==> src/rtl/rcs40_seq.sv <==
// Multi-cycle subtractor: D = A - B - Bin, one DIGIT-wide slice per clock, LSB first.
// Valid/ready handshakes on both sides; results are held in output registers until taken.
module rcs40_seq #(
    parameter int WIDTH = 40,
    parameter int DIGIT = 8
) (
    input  logic             clk,
    input  logic             rst_n,
    input  logic             in_valid,
    output logic             in_ready,
    input  logic [WIDTH-1:0] A,
    input  logic [WIDTH-1:0] B,
    input  logic             Bin,
    output logic             out_valid,
    input  logic             out_ready,
    output logic [WIDTH-1:0] D,
    output logic             Bout,
    output logic             Z,
    output logic             V
);
    localparam int N  = WIDTH / DIGIT;
    localparam int CW = (N > 1) ? $clog2(N) : 1;
    localparam logic [CW-1:0] LAST = CW'(N - 1);

    typedef enum logic [1:0] {IDLE, RUN, DONE} state_t;

    state_t           state, state_nxt;
    logic [CW-1:0]    cnt;
    logic [WIDTH-1:0] a_r, b_r, diff_r, diff_nxt;
    logic             borrow;
    logic [DIGIT-1:0] a_sl, b_sl, d_sl;
    logic             c_sl;
    logic             accept, last;

    assign accept    = (state == IDLE) && in_valid;
    assign last      = (state == RUN) && (cnt == LAST);
    assign in_ready  = (state == IDLE);
    assign out_valid = (state == DONE);

    // Slice k: A + ~B + ~borrow; the carry-out is the inverted borrow.
    always_comb begin
        a_sl = a_r[cnt*DIGIT +: DIGIT];
        b_sl = b_r[cnt*DIGIT +: DIGIT];
        {c_sl, d_sl} = {1'b0, a_sl} + {1'b0, ~b_sl} + {{DIGIT{1'b0}}, ~borrow};
        diff_nxt = diff_r;
        diff_nxt[cnt*DIGIT +: DIGIT] = d_sl;
    end

    always_ff @(posedge clk or negedge rst_n) begin
        if (!rst_n) state <= IDLE;
        else        state <= state_nxt;
    end

    always_comb begin
        state_nxt = state;
        case (state)
            IDLE:    if (in_valid)  state_nxt = RUN;
            RUN:     if (last)      state_nxt = DONE;
            DONE:    if (out_ready) state_nxt = IDLE;
            default:                state_nxt = IDLE;
        endcase
    end

    always_ff @(posedge clk or negedge rst_n) begin
        if (!rst_n) begin
            a_r    <= '0;
            b_r    <= '0;
            diff_r <= '0;
            borrow <= 1'b0;
            cnt    <= '0;
            D      <= '0;
            Bout   <= 1'b0;
            Z      <= 1'b0;
            V      <= 1'b0;
        end else if (accept) begin
            a_r    <= A;
            b_r    <= B;
            borrow <= Bin;
            cnt    <= '0;
        end else if (state == RUN) begin
            diff_r <= diff_nxt;
            borrow <= ~c_sl;
            // Wrap to 0 so the slice index never leaves the operand range.
            cnt    <= last ? '0 : cnt + CW'(1);
            if (last) begin
                D    <= diff_nxt;
                Bout <= ~c_sl;
                Z    <= (diff_nxt == '0);
                V    <= (a_r[WIDTH-1] ^ b_r[WIDTH-1]) & (diff_nxt[WIDTH-1] ^ a_r[WIDTH-1]);
            end
        end
    end
endmodule

==> config.mk <==
export PLATFORM = sky130hd
export DESIGN_NAME = rcs40_seq
export DESIGN_NICKNAME = d
export VERILOG_FILES = /design/src/rtl/rcs40_seq.sv
export SDC_FILE = /design/constraint.sdc
export NUM_CORES = 1
export LEC_CHECK = 0
export ABC_AREA = 1
export CORE_MARGIN = 2
export CORE_UTILIZATION = 54
export CTS_BUF_LIST = sky130_fd_sc_hd__clkbuf_8 sky130_fd_sc_hd__clkbuf_16
export DETAILED_ROUTE_END_ITERATION = 10
export PLACE_DENSITY = 0.83
export SYNTH_ARGS = -nofsm -noshare
export SYNTH_HDL_FRONTEND = slang
export SYNTH_SLANG_ARGS = --single-unit
==> constraint.sdc <==
create_clock -name clk -period 3.7 [get_ports clk]
set_input_delay 0.555 -clock clk [delete_from_list [all_inputs] [get_ports clk]]
set_output_delay 0.555 -clock clk [all_outputs]
set_load 0.05 [all_outputs]
==> reports/metrics.yaml <==
status:
  status: "complete, no violations"
power:
  ir_worst_vdd_uv: 624.1
  p_clk_share_pct: 15.9
  p_sw_share_pct: 48.53
  switching_power_mw: 5.186
  combPwrFrac_pct: 55.2
  p_int_mw: 5.500
  p_per_area_nw_per_um2: 1049
  p_leak_nw: 5.004
  seq_power_share_pct: 28.9
synthesis:
  synth_xor_area_share_pct: 0.2149
  ys_seq_area_share_pct: 51.88
  avgSynthCellArea_sq_um: 7.884
  yosysMostFrequentCell: "nand2_1"
  synth_top_cell_area_share_pct: 51.88
  synth_compound_area_share_pct: 12.23
  synth_edf_count: 0
  async_flop_share_pct: 100.0
  synth_area_leaders: "dfrtp_1, nand2_1, o21ai_0, inv_1, nand3_1"
  synth_top_family_by_area: "simple AND/OR/NAND/NOR gates"
  ys_ff_latch: 169
  yosys-top-cells-count: "nand2_1, dfrtp_1, o21ai_0"
  synthSimpleGateAreaFrac_pct: 26.80
  synth_cell_types: 40
  synth_fa_ha_area_share_pct: 2.640
  synthMuxAreaShare_pct: 0
  yosysWarningCount: 0
  synth_area_sq_um: 8152
  yosys.area.top_type: "dfrtp_1"
  synthCells: 1034
  synthFlopType: "dfrtp_1"
  synth_nets: 1135
global_routing:
  grt_max_degree: 74
  overflow: 0
  grt_usage_pct: 27.75
  antenna_found_initial: 0
  grt_pass1_vias: 7022
  grt_first_pass_wirelength_um: 34980
setup_path:
  max_stage_delay_ns: 0.47
  reg2reg_depth: 21
  cp-start-kind: "flop"
  criticalPathCategory: "reg2reg"
  critPathLaunch: "cnt[1]"
  crit_arrival_ns: 3.70
  critPathSlowestCell: "fa_1"
  cp_max_fo: 16
  regToRegStartpoint: "cnt[1]"
  cp.required_ns: 4.07
  end_kind: "flop"
  crit_chain: "clkinv_1 -> buf_4 -> o21ai_0 -> o22ai_1 -> a22oi_1 -> fa_1 -> inv_1 -> fa_1 -> inv_1 -> nor2_1 -> inv_1 -> nor2_1 -> a21oi_1 -> nand2_1 -> nor2_1 -> nand2_1 -> nor2_1 -> nand2_1 -> nor2_1 -> nand3_1 -> nand2_1"
  cp_common_cell: "nor2_1"
clocking:
  root_buffer: "clkbuf_16"
  clock_latency_ns: 0.44
  clock_sinks: 169
  htree_levels: 4
  cts_setup_buffers: 0
  numCtsBuffers: 17
  cts_tree: "built"
  clk_pin_slew_worst_paths_ns: 0.06
  cts_max_path_buffers: 2
die:
  die_w_um: 126.9
  start_util_pct: 55.66
  dieArea_sq_um: 16090
  fp-row-count: 44
  coreArea_sq_um: 14640
  ioPinCount: 130
  die_y_um: 126.9
detailed_routing:
  firstDrtPassIters: 5
  routed_wl_um: 21220
  avgRoutedWirePerCell_um: 15.74
  via_per_inst: 5.386
  drc: 0
  drtAntennaViolNets: 0
  drtIter0Drc: 542
  num_vias: 7261
sta:
  slew_viol_final: 0
  slew-limit-headroom_pct: 30.36
  fin_crit_sh_pct: 89.89
  rsz0062_at_grt: "false"
  min_period_ns: 3.326
  finalSetupTns_ns: 0
  skew_ns: 0.01047
  tightestPinTransition_ns: 1.043
  hold_viol: 0
  fin_ws_ns: 0.3740
  fmax_ghz: 0.3007
  setup_viol: 0
layout:
  fillers: 1188
  drive_above_1_share_pct: 5.928
  final_util_pct: 69.57
  area.growth.synth_to_final_pct: 24.97
  nNetsFinal: 1254
  diodes: 0
place:
  gp_routability_congestion: 0.9317
  place.port_buffers: 129
  pre_cts_slack_ns: 0.2632
  place_hpwl_um: 14960
hold_path:
  hold_class: "in2async"
job:
  cap_violations: 0
## logic make-up after synthesis
| family | Yosys count |
|---|---|
| compound gates | 175 |
| xor+xnor | 2 |
| fa+ha+maj | 16 |
| buf+inv | 129 |
| flops | 169 |
| simple gates | 543 |
## state kept, by name, indices dropped and copies added (netlist names)
register and count:
Bout 1, D 40, V 1, Z 1, a_r 40, b_r 40, borrow 1, cnt 3
diff_r 40, state 2
## worst paths after layout
check | end | slack, ns
setup / recovery | Z | 0.37
hold / removal | D[1] | 0.12
setup reg to reg | Z | 0.37
hold reg to reg | D[32] | 0.48
max in group asynchronous | D[35] | 2.79
min in group clk | D[32] | 0.48
## cell type report
cell class / count / area [sq um] / area share [%]
repair buffers: 149 / 1455 / 14.28
clock inverters: 11 / 102.6 / 1.007
multi-input cells: 736 / 3417 / 33.54
clock buffers: 19 / 452.9 / 4.446
well taps: 184 / 230.2 / 2.260
inverters: 80 / 300.3 / 2.948
flip-flops and latches: 169 / 4229 / 41.51
## worst max-delay path: cells and delay by family (launching register included)
family,cells,cell delay (ns)
fa+ha+maj,2,0.91
simple gates,10,0.78
buf+inv,5,0.63
compound gates,4,0.56
flops,1,0.38
## layout by cell type, fill, tap and decap left out, drive strengths merged
cell type	n
a21boi	8
a21o	1
a21oi	23
a22oi	1
a31oi	8
a32o	13
and2	1
buf	21
bufinv	1
clkbuf	19
clkdlybuf4s50	128
clkinv	9
clkinvlp	2
dfrtp	169
fa	2
ha	14
inv	79
nand2	435
nand3	51
nand4	3
nor2	49
nor3	1
o211ai	1
o21a	4
o21ai	111
o21bai	1
o22ai	3
o31ai	1
or2	3
xnor2	1
xor2	1
## layer usage
metal / share of wire (%) / vias up / track usage [%]
met5: 0 / - / 0
met4: 2.6 / 0 / 9.955
met3: 6.0 / 45 / 5.820
met2: 49 / 273 / 46.65
met1: 43 / 3406 / 35.82
li1: - / 3537 / -
## metrics by stage
stage	std cells	area [sq um]	hold slack (ns)	total power, mW
4_1_cts	1348	10190	0.1560	10.65
3_5_place_dp	1318	9632	0.4653	8.915
2_1_floorplan	1034	8152	0.2594	7.129
5_1_grt	1348	10190	0.1582	11.50
6_report	1348	10190	0.1156	10.69
3_3_place_gp	1318	9632	0.4643	8.786
## power groups by stage
stage	Clock (mW)	Sequential (mW)	Combinational, mW
floorplan	0	3.66	3.47
global placement	0	3.08	5.71
detailed placement	0	3.10	5.82
CTS	1.70	3.08	5.87
global route	1.79	3.18	6.54
finish	1.70	3.09	5.90
## repair_timing
item,in CTS,in global routing
hold buffers,0,0
endpoints found under the setup margin,0,8
resized for setup,0,1
Power figures use the tool's default switching activity.
